`src/rtl/uart_msg_sequencer.sv`:
```
// Feeds a fixed message, byte by byte, into the uart_fsm transmitter in the baud_clk domain.
// Sends once per start pulse, or repeats with a programmable idle gap between messages.
module uart_msg_sequencer #(
    parameter int                              DATA_WIDTH  = 8,
    parameter int                              MSG_LEN     = 15,
    parameter logic [DATA_WIDTH*MSG_LEN-1:0]   MSG         = "Hello, World!\r\n",
    parameter int                              GAP_CYCLES  = 9600,
    parameter bit                              AUTO_REPEAT = 1'b1,
    parameter int                              ACK_TIMEOUT = 16,
    localparam int                             IDX_W       = (MSG_LEN > 1) ? $clog2(MSG_LEN) : 1
) (
    input  logic                  clk,
    input  logic                  rst,
    input  logic                  start,
    input  logic                  abort,
    input  logic                  ready,
    output logic                  tx_en,
    output logic                  load,
    output logic [DATA_WIDTH-1:0] load_byte,
    output logic [IDX_W-1:0]      byte_idx,
    output logic                  busy,
    output logic                  done,
    output logic                  err,
    output logic [2:0]            state_dbg
);

    // Handshake: load is a one-cycle valid with load_byte; uart_fsm accepts by dropping
    // ready, and a byte is only offered after ready has been seen high.
    localparam int CNT_MAX = (ACK_TIMEOUT > GAP_CYCLES) ? ACK_TIMEOUT : GAP_CYCLES;
    localparam int CNT_W   = $clog2(CNT_MAX + 1);

    typedef enum logic [2:0] {
        S_IDLE      = 3'd0,
        S_WAIT_RDY  = 3'd1,
        S_LOAD      = 3'd2,
        S_WAIT_ACK  = 3'd3,
        S_WAIT_LAST = 3'd4,
        S_GAP       = 3'd5
    } state_t;

    state_t                state, state_next;
    logic                  repeat_armed, armed_next;
    logic [CNT_W-1:0]      cnt, cnt_next;
    logic                  tx_en_next, load_next, busy_next, done_next, err_next;
    logic [DATA_WIDTH-1:0] load_byte_next;
    logic [IDX_W-1:0]      byte_idx_next;
    logic                  last_byte, ack_expired, gap_expired;

    function automatic logic [DATA_WIDTH-1:0] msg_at(input logic [IDX_W-1:0] idx);
        return MSG[(MSG_LEN - 1 - int'(idx)) * DATA_WIDTH +: DATA_WIDTH];
    endfunction

    assign last_byte   = (byte_idx == IDX_W'(MSG_LEN - 1));
    assign ack_expired = (cnt == CNT_W'(ACK_TIMEOUT - 1));
    assign gap_expired = (cnt == CNT_W'(GAP_CYCLES - 1));
    assign state_dbg   = state;

    always_ff @(posedge clk) begin
        if (rst) begin
            state        <= S_IDLE;
            repeat_armed <= AUTO_REPEAT;
            cnt          <= '0;
            tx_en        <= 1'b0;
            load         <= 1'b0;
            load_byte    <= '0;
            byte_idx     <= '0;
            busy         <= 1'b0;
            done         <= 1'b0;
            err          <= 1'b0;
        end else begin
            state        <= state_next;
            repeat_armed <= armed_next;
            cnt          <= cnt_next;
            tx_en        <= tx_en_next;
            load         <= load_next;
            load_byte    <= load_byte_next;
            byte_idx     <= byte_idx_next;
            busy         <= busy_next;
            done         <= done_next;
            err          <= err_next;
        end
    end

    always_comb begin
        state_next = state;
        case (state)
            S_IDLE:      if (start || repeat_armed) state_next = S_WAIT_RDY;
            S_WAIT_RDY:  if (ready) state_next = S_LOAD;
            S_LOAD:      state_next = S_WAIT_ACK;
            S_WAIT_ACK: begin
                if (!ready)           state_next = last_byte ? S_WAIT_LAST : S_WAIT_RDY;
                else if (ack_expired) state_next = S_IDLE;
            end
            S_WAIT_LAST: begin
                if (ready) begin
                    if (!repeat_armed)       state_next = S_IDLE;
                    else if (GAP_CYCLES > 0) state_next = S_GAP;
                    else                     state_next = S_WAIT_RDY;
                end
            end
            S_GAP:       if (gap_expired) state_next = S_WAIT_RDY;
            default:     state_next = S_IDLE;
        endcase
        if (abort) state_next = S_IDLE;
    end

    always_comb begin
        armed_next     = repeat_armed;
        cnt_next       = cnt;
        tx_en_next     = tx_en;
        load_next      = 1'b0;
        load_byte_next = load_byte;
        byte_idx_next  = byte_idx;
        busy_next      = busy;
        done_next      = 1'b0;
        err_next       = err;
        case (state)
            S_IDLE: begin
                if (abort) begin
                    armed_next = 1'b0;
                end else if (start || repeat_armed) begin
                    byte_idx_next = '0;
                    tx_en_next    = 1'b1;
                    busy_next     = 1'b1;
                    if (start) begin
                        armed_next = AUTO_REPEAT;
                        err_next   = 1'b0;
                    end
                end
            end
            S_WAIT_RDY: if (ready) load_byte_next = msg_at(byte_idx);
            S_LOAD: begin
                load_next = 1'b1;
                cnt_next  = '0;
            end
            S_WAIT_ACK: begin
                cnt_next = cnt + CNT_W'(1);
                if (!ready) begin
                    if (!last_byte) byte_idx_next = byte_idx + IDX_W'(1);
                end else if (ack_expired) begin
                    err_next   = 1'b1;
                    tx_en_next = 1'b0;
                    busy_next  = 1'b0;
                    armed_next = 1'b0;
                end
            end
            S_WAIT_LAST: begin
                if (ready) begin
                    done_next  = 1'b1;
                    tx_en_next = 1'b0;
                    cnt_next   = '0;
                    if (!repeat_armed) begin
                        busy_next = 1'b0;
                    end else if (GAP_CYCLES == 0) begin
                        byte_idx_next = '0;
                        tx_en_next    = 1'b1;
                    end
                end
            end
            S_GAP: begin
                cnt_next = cnt + CNT_W'(1);
                if (gap_expired) begin
                    byte_idx_next = '0;
                    tx_en_next    = 1'b1;
                end
            end
            default: ;
        endcase
        // Abort outside IDLE drops everything; a byte already in uart_fsm finishes by itself.
        if (abort && state != S_IDLE) begin
            load_next     = 1'b0;
            tx_en_next    = 1'b0;
            busy_next     = 1'b0;
            done_next     = 1'b0;
            err_next      = err;
            byte_idx_next = '0;
            armed_next    = 1'b0;
        end
    end

endmodule

```
`config.mk`:
```
export PLATFORM = sky130hd
export DESIGN_NAME = uart_msg_sequencer
export DESIGN_NICKNAME = d
export VERILOG_FILES = /design/src/rtl/uart_msg_sequencer.sv
export SDC_FILE = /design/constraint.sdc
export NUM_CORES = 1
export LEC_CHECK = 0
export BUFFER_PORTS_ARGS = -buffer_cell sky130_fd_sc_hd__buf_2
export CAP_MARGIN = 20
export CELL_PAD_IN_SITES_DETAIL_PLACEMENT = 0
export CELL_PAD_IN_SITES_GLOBAL_PLACEMENT = 1
export CORE_MARGIN = 5
export CORE_UTILIZATION = 43
export DETAILED_ROUTE_END_ITERATION = 10
export HOLD_SLACK_MARGIN = 0.12
export PLACE_DENSITY = 0.85
export SLEW_MARGIN = 15
export SYNTH_ARGS = -nofsm -noshare
export SYNTH_HDL_FRONTEND = slang
export SYNTH_SLANG_ARGS = --single-unit
```
`constraint.sdc`:
```
create_clock -name clk -period 3.1 [get_ports clk]
set_input_delay 0.31 -clock clk [delete_from_list [all_inputs] [get_ports clk]]
set_output_delay 0.31 -clock clk [all_outputs]
set_load 0.005 [all_outputs]
```
==> metrics.cfg <==
[clock_tree]
hold_buffers = 0
cts.htree.levels = 2
clkTransAtPathRegs_ns = 0.07
clkLatencyLatePin_ns = 0.29
cts_tree = built
cts-root-buf = clkbuf_8
cts_resized = 0
numCtsBuffers = 5
clk_path_buf_depth = 2
cts.sinks = 34
cts_setup_buffers = 0

[global_route]
grt_usage_pct = 17.5
antenna_found_initial = 0
grt_pass1_wl_um = 9320
grt_max_degree = 25
grt_pass1_vias = 1958
grt_overflow = 0

[finish]
antenna_cells = 0
syn_to_final_growth_pct = 9.51
utilization_pct = 47.7
final_cell_area_um2 = 2410
layout.nets = 307
drive_gt1_share_pct = 14.1

[detailed_routing]
routedWlPerCell_um = 14.5
initialDrtViolationCount = 191
via_count = 2162
antenna_left = 0
route.detailed.drc = 0
first_pass_iters = 4
via_per_inst = 5.88
wl_um = 5330

[place]
io_buffers = 23
gp_congestion = 0.876
dpl_cell_area_um2 = 2330
dp_hpwl_um = 3770

[logic_synthesis]
synth_area_um2 = 2200
synth-edff-count = 0
synth-async-reset-ratio_pct = 0
avgSynthCellArea_um2 = 7.63
synth_ff_type = dfxtp_1
ys_seq_area_share_pct = 31.0
synthTopCellsByArea = dfxtp_1 (31%), nor2_1 (6.2%), a21oi_1 (4.3%), nor3_1 (3.4%), clkbuf_1 (3.2%)
yosysTopAreaCell = dfxtp_1
ys_seq_elements = 34
yosysMostFrequentCell = nor2_1
yosys_warnings = 0
synth_top_area_share_pct = 31.0
synth_fp_nets = 297
ys_types = 57
ys_top_cells_by_count = nor2_1 (36), dfxtp_1 (34), a21oi_1 (19), clkbuf_1 (19), nand2_1 (19)
synth_cells = 288

[timing]
finalSetupTns_ns = 0
max_freq_ghz = 0.464
period_share_pct = 69.5
slew_viol_final = 0
setup_viol = 0
rsz0062_at_grt = no
skew_ns = 0.00744
worst-slew-pin-transition_ns = 0.753
slew_headroom_pct = 49.7
hold_violations = 0
post-route-min-period_ns = 2.15

[flow_run]
drv_cap = 0

[setup_path]
end_kind = flip-flop
crit_type = flip-flop to flip-flop
cp.required_ns = 3.26
path_cells = ha_1 > and2_1 > nor3_1 > a211o_1 > a221oi_1 > nor3_1
cp_max_fo = 21
critPathMostFrequentCell = nor3_1
cp-start-kind = flip-flop
arrival_ns = 2.31
crit_slowest_cell = ha_1
max_stage_delay_ns = 0.62

[floorplanning]
initial_core_util_pct = 43.6
die-height_um = 81.5
die_area_um2 = 6640
core-area_um2 = 5040
rows = 26
die_w_um = 81.5
io_pins = 25

[run_status]
outcome = complete, no violations

[pwr]
peakVddDrop_uv = 235
powerDensity_nw_per_um2 = 354
power.leakage_uw = 0.000885

[min_path]
holdCritPathClass = input pin to flip-flop

## flip-flops by register name (all words and copies together), names as in the netlist
signal / count
busy: 1
repeat_armed: 1
load_byte: 7
byte_idx: 4
err: 1
load: 1
cnt: 14
tx_en: 1
state_dbg: 3
done: 1
## power breakdown
part | internal [µW] | switching, µW | leakage [µW]
sequential | 448 | 13.0 | 0.000275
clock | 151 | 159 | 0.0000438
combinational | 31.9 | 49.7 | 0.000566
total | 630 | 221 | 0.000885
## final timing paths
kind                                     to  cells after the start  slack, ns                startpoint
hold / removal    load_byte[5]$_SDFFE_PP0P_                      2       0.39                       rst
hold reg to reg            err$_SDFFE_PP0P_                      2       0.47          err$_SDFFE_PP0P_
setup reg to reg  load_byte[0]$_SDFFE_PP0P_                      6       0.95  byte_idx[0]$_SDFFE_PP0P_
setup / recovery  load_byte[0]$_SDFFE_PP0P_                      6       0.95  byte_idx[0]$_SDFFE_PP0P_
## critical path: cells and delay by family, from the launching register on
kind	cells	cell delay (ns)
fa+ha+maj	1	0.62
compound gates	2	0.60
flops	1	0.43
simple gates	3	0.37
## cell families (layout without fill, tap and decap cells)
logic type	after synthesis	count (layout)	share of synthesized area (%)
adder cells (fa/ha/maj)	4	4	2.28
AND/OR/NAND/NOR	130	130	32.1
multiplexers	1	1	0.456
other	1	1	0.171
AO/OA/AOI/OAI	76	76	23.3
flip-flops	34	34	31.0
buffers and inverters	29	39	5.52
XOR/XNOR	13	13	5.18
## placed cells by master (no fill, tap or decap), types with 4 or more instances in the layout
master,Yosys,routed
nand2b_1,6,6
buf_2,1,23
a21oi_1,19,19
o21ai_0,14,14
nor4_1,5,5
inv_1,5,5
nand3_1,10,10
ha_1,4,4
nor2b_1,7,7
o211ai_1,5,5
dfxtp_1,34,34
nand4_1,4,4
nand2_1,19,19
buf_4,1,4
nor2_1,36,36
nor3_1,15,15
a211oi_1,4,4
and4_1,4,4
clkbuf_8,0,5
xnor2_1,8,8
o31ai_1,4,4
xor2_1,5,5
## stage by stage
stage               std cells  total power [µW]  hold slack (ns)  setup WS, ns
CTS                       368               861            0.388         0.976
global route              368               895            0.411         0.754
detailed placement        361               553            0.468          1.01
finish                    368               851            0.391         0.945
global placement          361               552            0.462          1.03
floorplan                 288               526            0.462         0.882
## metal layers
layer | wire [µm] | global-route usage (%) | part of all wire, %
met1 | 2580 | 24.6 | 48
met2 | 2360 | 26.2 | 44
met3 | 296 | 3.40 | 5.5
met4 | 99 | 7.09 | 1.9
met5 | 0 | 0 | 0
## area by class of cell
type	instances	area (µm²)
flip-flops and latches	34	681
repair buffers	27	145
multi-input cells	225	1400
inverters	5	18.8
well taps	70	87.6
fillers	531	2640
clock inverters	2	10.0
clock buffers	5	68.8
Note: power is estimated with default switching activity, not from simulation.
